`src/rtl/irq_ctrl.sv`:
```
`default_nettype none
// ============================================================================
// Module   : irq_ctrl
// Brief    : Interrupt aggregator with pending/enable/mode registers,
//            claim/complete service and a registered request to the core.
// Revision : 1.0 - initial release
// ============================================================================
module irq_ctrl #(
    parameter int NUM_SRC = 8
) (
    input  logic               clk_i,
    input  logic               rst_i,
    input  logic               cfg_awvalid_i,
    input  logic [31:0]        cfg_awaddr_i,
    input  logic               cfg_wvalid_i,
    input  logic [31:0]        cfg_wdata_i,
    input  logic [3:0]         cfg_wstrb_i,
    input  logic               cfg_bready_i,
    input  logic               cfg_arvalid_i,
    input  logic [31:0]        cfg_araddr_i,
    input  logic               cfg_rready_i,
    output logic               cfg_awready_o,
    output logic               cfg_wready_o,
    output logic               cfg_bvalid_o,
    output logic [1:0]         cfg_bresp_o,
    output logic               cfg_arready_o,
    output logic               cfg_rvalid_o,
    output logic [31:0]        cfg_rdata_o,
    output logic [1:0]         cfg_rresp_o,
    input  logic [NUM_SRC-1:0] irq_src_i,
    output logic               intr_o
);

    localparam logic [7:0] c_ADDR_RAW       = 8'h00;
    localparam logic [7:0] c_ADDR_PENDING   = 8'h04;
    localparam logic [7:0] c_ADDR_ENABLE    = 8'h08;
    localparam logic [7:0] c_ADDR_MODE      = 8'h0C;
    localparam logic [7:0] c_ADDR_CLAIM     = 8'h10;
    localparam logic [7:0] c_ADDR_FORCE     = 8'h14;
    localparam logic [7:0] c_ADDR_INSERVICE = 8'h18;

    logic [NUM_SRC-1:0] r_sync1, r_sync2, r_sync_d;
    logic [NUM_SRC-1:0] r_pending, r_enable, r_mode, r_inservice;
    logic               r_bvalid, r_rvalid, r_intr;
    logic [31:0]        r_rdata;

    logic               w_awready, w_wr, w_rd, w_claim;
    logic [7:0]         w_waddr, w_raddr;
    logic [NUM_SRC-1:0] w_wdata, w_edge, w_set, w_w1c, w_elig;
    logic [NUM_SRC-1:0] w_claim_oh, w_complete;
    logic [4:0]         w_claim_id;
    logic [31:0]        w_rdata_mux;
    logic               w_unused;

    assign w_awready = ~r_bvalid & ~cfg_arvalid_i;
    assign w_wr      = cfg_awvalid_i & cfg_wvalid_i & w_awready;
    assign w_rd      = cfg_arvalid_i & ~r_rvalid;
    assign w_waddr   = cfg_awaddr_i[7:0];
    assign w_raddr   = cfg_araddr_i[7:0];
    assign w_wdata   = cfg_wdata_i[NUM_SRC-1:0];
    assign w_unused  = ^{cfg_wstrb_i, cfg_awaddr_i[31:8], cfg_araddr_i[31:8]};

    assign w_edge = r_sync2 & ~r_sync_d;
    assign w_elig = r_pending & r_enable & ~r_inservice;

    // Scan from the top so the lowest-numbered eligible source wins.
    always_comb begin
        w_claim_id = '0;
        w_claim_oh = '0;
        for (int i = NUM_SRC - 1; i >= 0; i--) begin
            if (w_elig[i]) begin
                w_claim_id    = 5'(i + 1);
                w_claim_oh    = '0;
                w_claim_oh[i] = 1'b1;
            end
        end
    end

    assign w_claim = w_rd && (w_raddr == c_ADDR_CLAIM) && (w_claim_id != 5'd0);

    // Out-of-range ids match no source and therefore complete nothing.
    always_comb begin
        w_complete = '0;
        if (w_wr && (w_waddr == c_ADDR_CLAIM)) begin
            for (int i = 0; i < NUM_SRC; i++) begin
                if (cfg_wdata_i == 32'(i + 1)) begin
                    w_complete[i] = 1'b1;
                end
            end
        end
    end

    assign w_set = (r_mode & w_edge) | (~r_mode & r_sync2)
                 | ((w_wr && (w_waddr == c_ADDR_FORCE)) ? w_wdata : '0);
    assign w_w1c = ((w_wr && (w_waddr == c_ADDR_PENDING)) ? w_wdata : '0)
                 | (w_claim ? w_claim_oh : '0);

    always_comb begin
        w_rdata_mux = '0;
        case (w_raddr)
            c_ADDR_RAW:       w_rdata_mux = 32'(r_sync2);
            c_ADDR_PENDING:   w_rdata_mux = 32'(r_pending);
            c_ADDR_ENABLE:    w_rdata_mux = 32'(r_enable);
            c_ADDR_MODE:      w_rdata_mux = 32'(r_mode);
            c_ADDR_CLAIM:     w_rdata_mux = 32'(w_claim_id);
            c_ADDR_INSERVICE: w_rdata_mux = 32'(r_inservice);
            default:          w_rdata_mux = '0;
        endcase
    end

    always_ff @(posedge clk_i or posedge rst_i) begin
        if (rst_i) begin
            r_sync1     <= '0;
            r_sync2     <= '0;
            r_sync_d    <= '0;
            r_pending   <= '0;
            r_enable    <= '0;
            r_mode      <= '0;
            r_inservice <= '0;
            r_bvalid    <= 1'b0;
            r_rvalid    <= 1'b0;
            r_rdata     <= '0;
            r_intr      <= 1'b0;
        end else begin
            r_sync1     <= irq_src_i;
            r_sync2     <= r_sync1;
            r_sync_d    <= r_sync2;
            r_pending   <= (r_pending & ~w_w1c) | w_set;
            r_inservice <= (r_inservice & ~w_complete) | (w_claim ? w_claim_oh : '0);
            r_intr      <= |w_elig;
            if (w_wr && (w_waddr == c_ADDR_ENABLE)) begin
                r_enable <= w_wdata;
            end
            if (w_wr && (w_waddr == c_ADDR_MODE)) begin
                r_mode <= w_wdata;
            end
            if (w_wr) begin
                r_bvalid <= 1'b1;
            end else if (cfg_bready_i) begin
                r_bvalid <= 1'b0;
            end
            if (w_rd) begin
                r_rvalid <= 1'b1;
                r_rdata  <= w_rdata_mux;
            end else if (cfg_rready_i) begin
                r_rvalid <= 1'b0;
            end
        end
    end

    assign cfg_awready_o = w_awready;
    assign cfg_wready_o  = w_awready;
    assign cfg_bvalid_o  = r_bvalid;
    assign cfg_bresp_o   = 2'b00;
    assign cfg_arready_o = ~r_rvalid;
    assign cfg_rvalid_o  = r_rvalid;
    assign cfg_rdata_o   = r_rdata;
    assign cfg_rresp_o   = 2'b00;
    assign intr_o        = r_intr;

endmodule
`default_nettype wire
```
`config.mk`:
```
export PLATFORM = sky130hd
export DESIGN_NAME = irq_ctrl
export DESIGN_NICKNAME = d
export VERILOG_FILES = /design/src/rtl/irq_ctrl.sv
export SDC_FILE = /design/constraint.sdc
export NUM_CORES = 1
export LEC_CHECK = 0
export ABC_CLOCK_PERIOD_IN_PS = 2500
export BUFFER_PORTS_ARGS = -buffer_cell sky130_fd_sc_hd__buf_2
export CORE_ASPECT_RATIO = 1.2
export CORE_UTILIZATION = 47
export CTS_BUF_LIST = sky130_fd_sc_hd__clkbuf_8 sky130_fd_sc_hd__clkbuf_16
export CTS_CLUSTER_SIZE = 16
export DETAILED_ROUTE_END_ITERATION = 7
export PLACE_DENSITY = 0.8
export SYNTH_ARGS = -nofsm -noshare
export SYNTH_HDL_FRONTEND = slang
export SYNTH_SLANG_ARGS = --single-unit
```
`constraint.sdc`:
```
create_clock -name clk_i -period 2.5 [get_ports clk_i]
set_clock_uncertainty 0.2 [all_clocks]
set_input_delay 0.125 -clock clk_i [delete_from_list [all_inputs] [get_ports clk_i]]
set_output_delay 0.125 -clock clk_i [all_outputs]
set_load 0.005 [all_outputs]
```
* Word level (Yosys, flattened, before mapping)
Index checks and enable logic that the tools add are counted. W data, S select, Z words.
Word-level totals: register bits after elaboration 91, word-level logic and storage cells 98
Operators by class: equal/unequal tests 18, mux-type cells 33, bitwise operators 24, reductions and logical operators 12
Operators with widths (count):
- $eq A32 B3 Y1 const B | 4
- $mux W8 | 12
- $eq A32 B2 Y1 const B | 2
- $and A8 B8 Y8 | 7
- $pmux W8 S6 | 1
- $not A8 Y8 | 5
- $or A8 B8 Y8 | 5
- $mux W5 | 7
- $eq A32 B1 Y1 const B | 1
- $eq A32 B4 Y1 const B | 1
- $eq A8 B4 Y1 const B | 4
- $eq A8 B5 Y1 const B | 4
- $eq A8 B3 Y1 const B | 2
- $mux W1 | 12
- $logic_not A8 Y1 | 1
- $reduce_or A8 Y1 | 1
- $logic_and A1 B1 Y1 | 7
- $reduce_bool A5 Y1 | 1
- $and A1 B1 Y1 | 4
- $mux W4 | 1
- $reduce_bool A2 Y1 | 2
- $not A1 Y1 | 3

* Depth between registers and ports, before layout
Gate-level depths: netlist of run 1.
depth after elaboration 17, gate-level depth with buffers 7, mapped depth without buffers 4

* Worst setup path after synthesis of run 1
OpenSTA, ideal clock, no wires.
path kind register -> register, from register r_pending[3], to register r_rdata[2], in the netlist cfg_rdata_o[2], arrival time 1.543 ns, required time 2.176 ns, slack 0.633 ns, cell stages (with the launch flop) 6, path buffers 1, clock period less this slack 1.867 ns, path through dfrtp_1 and3b_1 clkbuf_1 nor4b_2 and4b_1 a211o_1
On the way: cells in the longest elaborated chain, start to end 7
RTL lines:
- start: declaration | line 43 | logic [NUM_SRC-1:0] r_pending, r_enable, r_mode, r_inservice;
- start signal: assignment | line 128 | r_pending <= (r_pending & ~w_w1c) | w_set;
- $and A8 B8 Y8 (2 in a row) | line 64 | assign w_elig = r_pending & r_enable & ~r_inservice;
- $mux W5 (4 in a row) | line 71 | if (w_elig[i]) begin
- $pmux W8 S6 | line 100 | case (w_raddr)
- end signal: assignment | line 144 | r_rdata <= w_rdata_mux;
- end: declaration | line 45 | logic [31:0] r_rdata;
Every way passes these cells. A chain may end at the register's enable or synchronous reset.

* Worst setup path after layout of run 1
from register r_bvalid, in the netlist cfg_bvalid_o, to register r_pending[3]
On the way: cells in the longest elaborated chain, start to end 9
RTL lines:
- start: declaration | line 44 | logic r_bvalid, r_rvalid, r_intr;
- start signal: assignment | line 120 | r_bvalid <= 1'b0;
- start signal: assignment | line 138 | r_bvalid <= 1'b1;
- start signal: assignment | line 140 | r_bvalid <= 1'b0;
- $not A1 Y1 * | line 55 | assign w_awready = ~r_bvalid & ~cfg_arvalid_i;
- $and A1 B1 Y1 * | line 55
- $and A1 B1 Y1 * | line 56 | assign w_wr = cfg_awvalid_i & cfg_wvalid_i & w_awready;
- $logic_and A1 B1 Y1 | line 95 | assign w_w1c = ((w_wr && (w_waddr == c_ADDR_PENDING)) ? w_wdata : '0)
- $mux W8 | line 95
- $or A8 B8 Y8 | line 96 | | (w_claim ? w_claim_oh : '0);
- $not A8 Y8 | line 128
- $and A8 B8 Y8 | line 128
- $or A8 B8 Y8 * | line 128
Mark *: on every way between the ends. The rest lies on a longest branch, timed or not.

==> results of run 1 <==
[kinds of logic (layout without fill, tap and decap cells)]
kind of cell	after synthesis	count (layout)	synth area share
other	1	28	0.00108
muxes	32	32	0.0986
and+or+nand+nor	102	102	0.189
AOI/OAI and AO/OA	64	64	0.142
buffers and inverters	48	125	0.0874
DFF	67	67	0.482
[final timing paths]
| check | from | end | slack, ns | depth (start not counted) |
|---|---|---|---|---|
| max | cfg_bvalid_o | r_pending[3] | 0.46 | 4 |
| min | cfg_awaddr_i[6] | r_inservice[4] | 0.02 | 5 |
| max reg2reg | cfg_bvalid_o | r_pending[3] | 0.46 | 4 |
| min reg2reg | r_sync1[1] | r_sync2[1] | 0.15 | 0 |
| max in group asynchronous | rst_i | cfg_rvalid_o | 1.24 | 4 |
| min in group asynchronous | rst_i | r_mode[4] | 0.24 | 3 |
[power by group]
part / switching, mW / internal (mW) / leakage [nW] / total [mW]
Combinational: 0.120 / 0.105 / 1.13 / 0.225
Clock: 0.384 / 0.397 / 0.0908 / 0.782
Sequential: 0.0158 / 1.11 / 0.814 / 1.13
[worst max-delay path: cells and delay by family, from the launching register on]
kind             cells  cell delay, ns
flip-flops           1            0.41
AO/OA/AOI/OAI        1            0.22
AND/OR/NAND/NOR      3            1.08
[Yosys cell counts, drive strengths merged, types with 5 or more instances]
| cell | count |
|---|---|
| a21oi | 8 |
| a22o | 10 |
| a31o | 6 |
| a31oi | 5 |
| and3 | 5 |
| buf | 34 |
| clkbuf | 7 |
| dfrtp | 67 |
| inv | 7 |
| mux2 | 18 |
| mux2i | 14 |
| nand2 | 23 |
| nand3 | 10 |
| nand3b | 8 |
| nand4 | 5 |
| nor2 | 7 |
| nor3 | 5 |
| nor4 | 12 |
| o21ai | 7 |
[stage by stage]
stage,utilization,setup slack [ns],instances,hold slack [ns]
floorplan,-,0.492,341,-0.0436
global placement,0.539,0.517,475,0.0328
detailed placement,0.539,0.466,475,0.0344
CTS,0.588,0.452,508,0.00854
global route,0.588,0.347,508,0.0482
finish,0.588,0.464,508,0.0220
[state kept, by name (all words and copies together), names as in the netlist]
register,count
cfg_rdata_o,8
r_enable,8
r_inservice,8
r_mode,8
r_pending,8
r_sync1,8
r_sync2,8
r_sync_d,8
cfg_bvalid_o,1
cfg_rvalid_o,1
intr_o,1
[metal layers]
layer,vias up,global-route usage
li1,1326,-
met1,1388,0.282
met4,0,0.115
met3,15,0.0502
met5,-,0
met2,119,0.394
[area by class of cell]
cell class                      count  area (um^2)
Clock buffer                       11          151
Clock inverter                      3         15.0
Fill cell                         598         2960
Inverter                            7         26.3
Multi-Input combinational cell    226         1600
Sequential cell                    67         1680
Tap cell                           90          113
Timing Repair Buffer              104          651
[layout by cell type, fill, tap and decap left out, drive strengths merged, types with 5 or more instances in the layout]
cell and count:
and3 5, mux2i 14, buf 85, a31oi 5, inv 7, a21oi 8, nor2 7, nand3 10
clkbuf 11, conb 28, nand3b 8, nor4 12, nor3 5, nand4 5, dlygate4sd3 19, nand2 23
a22o 10, dfrtp 67, a31o 6, mux2 18, o21ai 7
[what timing repair did]
action | in CTS | in global routing
endpoints found under the setup margin | 0 | 0
hold buffers | 19 | 0
endpoints found under the hold margin | 67 | 0
==> flow_metrics.py, run 1 <==
metrics = {
    "sta": {
        "fin_tns_setup_ns": 0,
        "period_share": 0.814,
        "setup_viol": 0,
        "max_freq_ghz": 0.491,
        "final-max-slew-violation-count": 0,
        "tightest_slew_ns": 0.689,
        "rsz0062_at_grt": "false",
        "hold_viol": 0,
        "slew_headroom": 0.540,
        "timing.final.crit_period_ns": 2.04,
    },
    "die": {
        "dieArea_um2": 7750,
        "pin_count": 157,
        "core_region_area_um2": 7190,
        "num_rows": 34,
        "die_y_um": 96.2,
        "die_w_um": 80.5,
        "start_util": 0.484,
    },
    "routing": {
        "vias": 2848,
        "drc": 0,
        "met2_length_um": 4020,
        "vias_per_cell": 5.61,
        "drt-wirelength-per-cell_um": 16.3,
        "drt-pass1-iter-count": 4,
        "wl_met1_um": 3540,
        "drtIter0Drc": 220,
        "drt_wl_total_um": 8260,
        "wl_met3_um": 501,
        "ant_nets": 0,
        "top_layer": "met4",
    },
    "setup_path": {
        "crit_required_ns": 2.53,
        "critPathArrivalTime_ns": 2.07,
        "crit_slowest_cell": "nor4b_4",
        "timing.critical_path.fanout_max": 8,
        "start_kind": "flop",
        "crit_type": "flop to flop",
        "slowest_delay_ns": 0.63,
        "worstPathCellList": "nand4bb_1, nor4b_4, nand2_1, a31o_1",
        "cp-end-kind": "flop",
    },
    "synthesis": {
        "yosysWarnings": 0,
        "synthesis.area_um2": 3480,
        "synth.top_cell.area_share": 0.482,
        "ys_types": 58,
        "synth_flop_cell": "dfrtp_1",
        "ys_seq_elements": 67,
        "ys_seq_area_frac": 0.482,
        "synth_top_area_cell": "dfrtp_1",
        "synth_edf_count": 0,
        "synth-async-reset-ratio": 1.00,
        "synth_top_cells_by_area": "dfrtp_1, buf_4, mux2_2, mux2i_1, a22o_1",
        "syn_area_per_cell_um2": 11.1,
        "syn_inst": 314,
    },
    "clocking": {
        "post_cts_resized": 0,
        "cts-root-buf": "clkbuf_8",
        "path_clk_slew_ns": 0.07,
        "cts_made_buffers": 9,
        "cts_tree": "done",
        "clock_latency_ns": 0.34,
        "cts_sinks": 67,
        "post_cts_buffers": 0,
        "htree_levels": 3,
        "ctsLongestPathBuffers": 2,
    },
    "power": {
        "power.density_nw_per_um2": 504,
        "total_power_mw": 2.13,
        "peakVddDrop_uv": 403,
        "p_leak_nw": 2.04,
    },
    "grt": {
        "antenna_found_initial": 0,
        "grt_usage": 0.234,
        "grt-ovfl-total": 0,
        "grt_pass1_wl_um": 13200,
        "grt_pass1_vias": 2722,
        "grt_max_degree": 37,
    },
    "layout": {
        "drive_gt1_frac": 0.318,
        "layout.nets": 530,
        "num_antenna_cells": 0,
        "layout-area-overhead-vs-synth_pct": 21.7,
        "final_cell_area_um2": 4230,
    },
    "placed_design": {
        "gp_congestion": 0.862,
        "portBuffers": 76,
        "hpwl_um": 5970,
        "dpl-instance-area_um2": 3870,
    },
    "flow_run": {
        "drv_cap": 0,
    },
    "run_status": {
        "outcome": "complete, no violations",
    },
    "worst_hold_path": {
        "min_path_type": "input port to flop",
    },
}
Note: power is estimated with default switching activity, not from simulation.
==> run 2, diff against run 1 <==
Settings changed: ABC_AREA set to 1, ABC_CLOCK_PERIOD_IN_PS 2500 to 2000, CORE_UTILIZATION 47 to 48.
Clock period 2.5 ns to 2 ns, I/O delays scaled along.
==> run 2 against run 1 <==
  * Maximum frequency is 13% higher
  * Register-to-register slack worse by 0.27 ns
  * Worst hold slack worse by 0.0047 ns
  * Sequential share of layout area is 2.7 points lower
  * Global-route usage is 0.73 points higher
  * Critical path depth is 2 higher
==> flow_metrics.py, run 2 <==
metrics = {
    "run_status": {
        "outcome": "complete, no violations",
    },
    "die": {
        "num_rows": 34,
        "dieArea_um2": 8060,
        "die_y_um": 98.2,
        "die_w_um": 82.1,
        "pin_count": 157,
        "start_util": 0.503,
        "core_region_area_um2": 7360,
    },
    "clocking": {
        "cts_made_buffers": 9,
        "cts_sinks": 67,
        "cts_tree": "done",
        "post_cts_buffers": 0,
        "cts-root-buf": "clkbuf_8",
        "path_clk_slew_ns": 0.08,
        "clock_latency_ns": 0.35,
        "post_cts_resized": 0,
        "htree_levels": 3,
        "ctsLongestPathBuffers": 2,
        "cts_hold_buf": 20,
    },
    "power": {
        "p_leak_nw": 2.47,
        "p_sw_mw": 0.757,
        "power.density_nw_per_um2": 659,
        "internal_power_mw": 2.23,
        "combPwrFrac": 0.103,
        "clkPwrFrac": 0.422,
        "peakVddDrop_uv": 552,
        "netSwitchingFraction": 0.253,
        "p_seq_frac": 0.475,
    },
    "layout": {
        "final_common_cell": "nand2_1",
        "layout-area-overhead-vs-synth_pct": 22.7,
        "num_antenna_cells": 0,
        "drive_gt1_frac": 0.219,
        "layout.nets": 704,
        "final_cell_mix": "nand2_1, nand3_1, buf_2",
        "num-fill-cells": 663,
        "layout.cells.non_filler": 684,
    },
    "synthesis": {
        "synth_top_cells_by_area": "dfrtp_1, nand2_1, nand3_1, buf_4, inv_1",
        "synth_top_area_cell": "dfrtp_1",
        "ys_types": 27,
        "ys_seq_area_frac": 0.453,
        "synth-async-reset-ratio": 1.00,
        "syn_area_per_cell_um2": 7.71,
        "synthesis.area_um2": 3700,
        "yosysWarnings": 0,
        "synth.top_cell.area_share": 0.453,
        "yosysMostFrequentCell": "nand2_1",
        "synth_flop_cell": "dfrtp_1",
        "synth_edf_count": 0,
        "ys_seq_elements": 67,
        "synthTopCellsByCount": "nand2_1, nand3_1, dfrtp_1",
        "syn_inst": 480,
    },
    "grt": {
        "grt_pass1_wl_um": 14500,
        "grt_pass1_vias": 3330,
        "grt_max_degree": 68,
        "antenna_found_initial": 0,
        "grt_usage": 0.241,
        "grt-ovfl-total": 0,
    },
    "routing": {
        "vias_per_cell": 5.08,
        "drt-wirelength-per-cell_um": 12.9,
        "vias": 3472,
        "drt-pass1-iter-count": 5,
        "drtIter0Drc": 217,
        "drt_wl_total_um": 8820,
        "drc": 0,
        "ant_nets": 0,
    },
    "sta": {
        "tightest_slew_ns": 0.511,
        "fin_tns_setup_ns": 0,
        "max_freq_ghz": 0.554,
        "final-max-slew-violation-count": 0,
        "rsz0062_at_grt": "false",
        "slew_headroom": 0.658,
        "hold_viol": 0,
        "period_share": 0.903,
        "setup_viol": 0,
        "timing.final.crit_period_ns": 1.81,
    },
    "setup_path": {
        "timing.critical_path.fanout_max": 8,
        "critPathArrivalTime_ns": 1.85,
        "crit_required_ns": 2.04,
        "crit_type": "flop to flop",
        "start_kind": "flop",
        "cp-end-kind": "flop",
    },
    "placed_design": {
        "hpwl_um": 6390,
        "gp_congestion": 0.944,
        "portBuffers": 76,
        "place_inst": 648,
    },
    "flow_run": {
        "drv_cap": 0,
    },
    "worst_hold_path": {
        "min_path_type": "input port to flop",
    },
}
## run 2: cell count changes after synthesis, sizes merged, moves of 6 or more
| cell | previous run | this run |
|---|---|---|
| nand2 | 23 | 133 |
| nand3 | 10 | 83 |
| inv | 7 | 58 |
| nor2 | 7 | 44 |
| o21ai | 7 | 29 |
| mux2 | 18 | 0 |
| mux2i | 14 | 0 |
| nor3 | 5 | 17 |
| nor4 | 12 | 0 |
| a22o | 10 | 0 |
| a21oi | 8 | 0 |
| clkbuf | 7 | 0 |
| nand3b | 8 | 1 |
| a31o | 6 | 0 |
## run 2: per-stage QoR
stage	utilization	cell area, um^2	hold WS, ns	total power, mW	setup slack [ns]
after CTS	0.617	4540	0.0150	3.01	0.191
after detailed placement	0.559	4120	0.00264	1.72	0.222
after global routing	0.617	4540	0.0550	3.12	0.0775
after floorplan	-	3800	-0.0686	1.63	0.0168
after global placement	0.559	4120	-0.00560	1.71	0.265
final	0.617	4540	0.0174	2.99	0.194
## run 2: power by group through the flow
stage                     sequential (mW)  clock [mW]  combinational (mW)
after floorplan                      1.44           0               0.185
after global placement               1.45           0               0.267
after detailed placement             1.45           0               0.276
after CTS                            1.42        1.28               0.308
after global routing                 1.43        1.34               0.349
final                                1.42        1.26               0.307
## run 2: path summary, 6_finish.rpt
path | slack (ns) | to | cells past startpoint | start
worst max-delay path | 0.19 | r_pending[0] | 6 | cfg_bvalid_o
worst min-delay path | 0.02 | cfg_rdata_o[1] | 6 | cfg_arvalid_i
worst max register to register | 0.19 | r_pending[0] | 6 | cfg_bvalid_o
worst min register to register | 0.15 | r_sync2[6] | 0 | r_sync1[6]
max in group asynchronous | 1.15 | r_sync2[3] | 4 | rst_i
min in group asynchronous | 0.17 | r_sync2[4] | 4 | rst_i
## run 2: critical path, cell delays in order, from the launching register on
cell	delay (ns)
dfrtp_1	0.43
nor2_4	0.16
nand3_4	0.13
nor2_2	0.40
nand3_1	0.16
nand3_1	0.15
nand2_1	0.07
## run 2: per-layer routing
metal	wire length, um	part of all wire	GRT usage
met5	0	0	0
met4	208	0.024	0.128
met3	665	0.075	0.0551
met2	4420	0.50	0.401
met1	3520	0.40	0.282
## run 2: cell type report
cell class / instances / area [um^2] / area share
Sequential cell: 67 / 1680 / 0.369
Multi-Input combinational cell: 347 / 1640 / 0.361
Timing Repair Buffer: 106 / 668 / 0.147
Inverter: 58 / 220 / 0.0485
Clock buffer: 9 / 124 / 0.0273
Tap cell: 90 / 113 / 0.0248
Clock inverter: 7 / 100 / 0.0221
## run 2: cells by family after synthesis
kind of cell    Yosys count  share of synthesized area
compound gates           29                     0.0474
buf+inv                  93                      0.131
flops                    67                      0.453
other cells               1                    0.00101
simple gates            290                      0.367
==> run 3, diff against run 2 <==
Settings changed: ABC_CLOCK_PERIOD_IN_PS 2000 to 2300, CORE_UTILIZATION 48 to 52, PLACE_DENSITY 0.8 to 0.86.
Clock period 2 ns to 2.3 ns, I/O delays scaled along.
==> run 3 against run 2 <==
  * Non-clock buffer count is 6 lower
  * Count of clock-buffer cells in the layout is 2 higher
  * Critical path depth is 1 lower
  * Register-to-register slack better by 0.25 ns
  * Combinational power is 15% lower
  * Setup slack better by 0.25 ns
  * Worst hold slack better by 0.046 ns
  * Maximum frequency is 2.7% lower
  * Sequential share of layout area is 0.45 points higher
  * Utilization is 3.7 points higher
  * Critical path type unchanged
  * Largest cell class unchanged
  * Largest power group unchanged
==> flow_metrics.py, run 3 (synthesized netlist as in run 2, its figures left out) <==
metrics = {
    "worst_hold_path": {
        "min_path_type": "input port to flop",
        "min_path_cells": 5,
    },
    "clocking": {
        "path_clk_slew_ns": 0.07,
        "post_cts_buffers": 0,
        "htree_levels": 3,
        "clock_latency_ns": 0.35,
        "post_cts_resized": 0,
        "ctsLongestPathBuffers": 2,
        "cts_sinks": 67,
        "cts_tree": "done",
        "cts-root-buf": "clkbuf_8",
        "cts_hold_buf": 21,
        "cts_made_buffers": 9,
    },
    "routing": {
        "drt-pass1-iter-count": 5,
        "vias_per_cell": 5.11,
        "drtIter0Drc": 324,
        "drc": 0,
        "vias": 3448,
        "ant_nets": 0,
        "drt_wl_total_um": 8610,
        "drt-wirelength-per-cell_um": 12.8,
    },
    "sta": {
        "slew_headroom": 0.475,
        "tightest_slew_ns": 0.787,
        "setup_viol": 0,
        "hold_slack_ns": 0.0638,
        "timing.final.crit_period_ns": 1.86,
        "max_freq_ghz": 0.539,
        "rsz0062_at_grt": "false",
        "final-max-slew-violation-count": 0,
        "period_share": 0.807,
        "fin_tns_setup_ns": 0,
        "hold_viol": 0,
    },
    "placed_design": {
        "gp_congestion": 0.949,
        "dpl-instance-area_um2": 4050,
        "hpwl_um": 6320,
        "portBuffers": 76,
    },
    "die": {
        "core_region_area_um2": 6850,
        "start_util": 0.540,
        "num_rows": 33,
        "die_y_um": 94.4,
        "die_w_um": 79.0,
        "dieArea_um2": 7460,
        "pin_count": 157,
    },
    "power": {
        "p_leak_nw": 2.43,
        "peakVddDrop_uv": 488,
        "total_power_mw": 2.61,
        "power.density_nw_per_um2": 582,
    },
    "setup_path": {
        "timing.critical_path.fanout_max": 16,
        "critPathBufInv": 0,
        "rr_worst_depth": 5,
        "critPathArrivalTime_ns": 1.87,
        "reg2reg_to": "r_enable[5]",
        "crit_required_ns": 2.32,
        "slowest_delay_ns": 0.54,
        "worstPathCellList": "nor2_4, nand3_4, or2_1, nand2_1, o21ai_2",
        "crit_type": "flop to flop",
        "cp-startpoint": "cfg_bvalid_o",
        "crit_slowest_cell": "or2_1",
        "reg2reg_from": "cfg_bvalid_o",
        "path_depth": 5,
        "crit_family": "simple AND/OR/NAND/NOR gates",
        "r2r_setup_slack_ns": 0.44,
        "crit_end": "r_enable[5]",
        "cp-end-kind": "flop",
        "start_kind": "flop",
    },
    "grt": {
        "grt_pass1_vias": 3206,
        "grt_max_degree": 29,
        "grt_usage": 0.253,
        "grt_pass1_wl_um": 14300,
        "grt-ovfl-total": 0,
        "antenna_found_initial": 0,
    },
    "layout": {
        "layout.nets": 698,
        "layout-area-overhead-vs-synth_pct": 21.2,
        "post-route-util": 0.654,
        "num_antenna_cells": 0,
        "final_cell_area_um2": 4480,
        "drive_gt1_frac": 0.207,
        "final_cell_mix": "nand2_1, nand3_1, buf_2",
        "final_common_cell": "nand2_1",
        "num-fill-cells": 573,
    },
    "flow_run": {
        "drv_cap": 0,
    },
    "run_status": {
        "outcome": "complete, no violations",
    },
}
==> run 3: changes by cell type in the layout (fill, tap and decap cells not counted), sizes merged <==
cell and delta:
buf -7, clkbuf +2, clkinv -2, clkinvlp +1, dlygate4sd3 +1, inv -1
==> run 3: how the worst min path moves through the flow <==
stage	startpoint	end	slack [ns]
4_1_cts	cfg_awaddr_i[4]	r_pending[3]	0.05
3_3_place_gp	rst_i	r_sync1[4]	-0.008
3_5_place_dp	rst_i	r_sync1[4]	0.001
5_1_grt	cfg_awaddr_i[4]	r_pending[3]	0.08
2_1_floorplan	irq_src_i[0]	r_sync1[0]	-0.05
6_report	cfg_awaddr_i[4]	r_pending[3]	0.06
==> run 3: final cells by class <==
cell class / instances / area [um^2] / area share
multi-input cells: 347 / 1640 / 0.365
repair buffers: 100 / 613 / 0.137
inverters: 58 / 220 / 0.0491
clock inverters: 5 / 76.3 / 0.0170
well taps: 87 / 109 / 0.0243
flip-flops and latches: 67 / 1680 / 0.374
clock buffers: 11 / 151 / 0.0338
==> run 3: power by group <==
part	internal, mW	switching [mW]
Combinational	0.107	0.153
Sequential	1.21	0.0245
Clock	0.664	0.450
==> run 3: stage by stage <==
step                      setup WS (ns)  std cells
after floorplan                   0.302        507
after global placement            0.484        638
after detailed placement          0.452        638
after CTS                         0.440        675
after global routing              0.327        675
final                             0.444        675
==> run 3: worst register-to-register path, delay by kind of cell (launching register included) <==
family,cells,cell delay [ns]
DFF,1,0.43
and+or+nand+nor,4,1.03
AOI/OAI and AO/OA,1,0.06
==> run 3: layer usage <==
metal  track usage  vias to the layer above  routed length (um)
li1              -                     1690                   -
met1         0.305                     1580                3580
met2         0.418                      152                4180
met3        0.0618                       26                 612
met4         0.133                        0                 239
met5             0                        -                   0
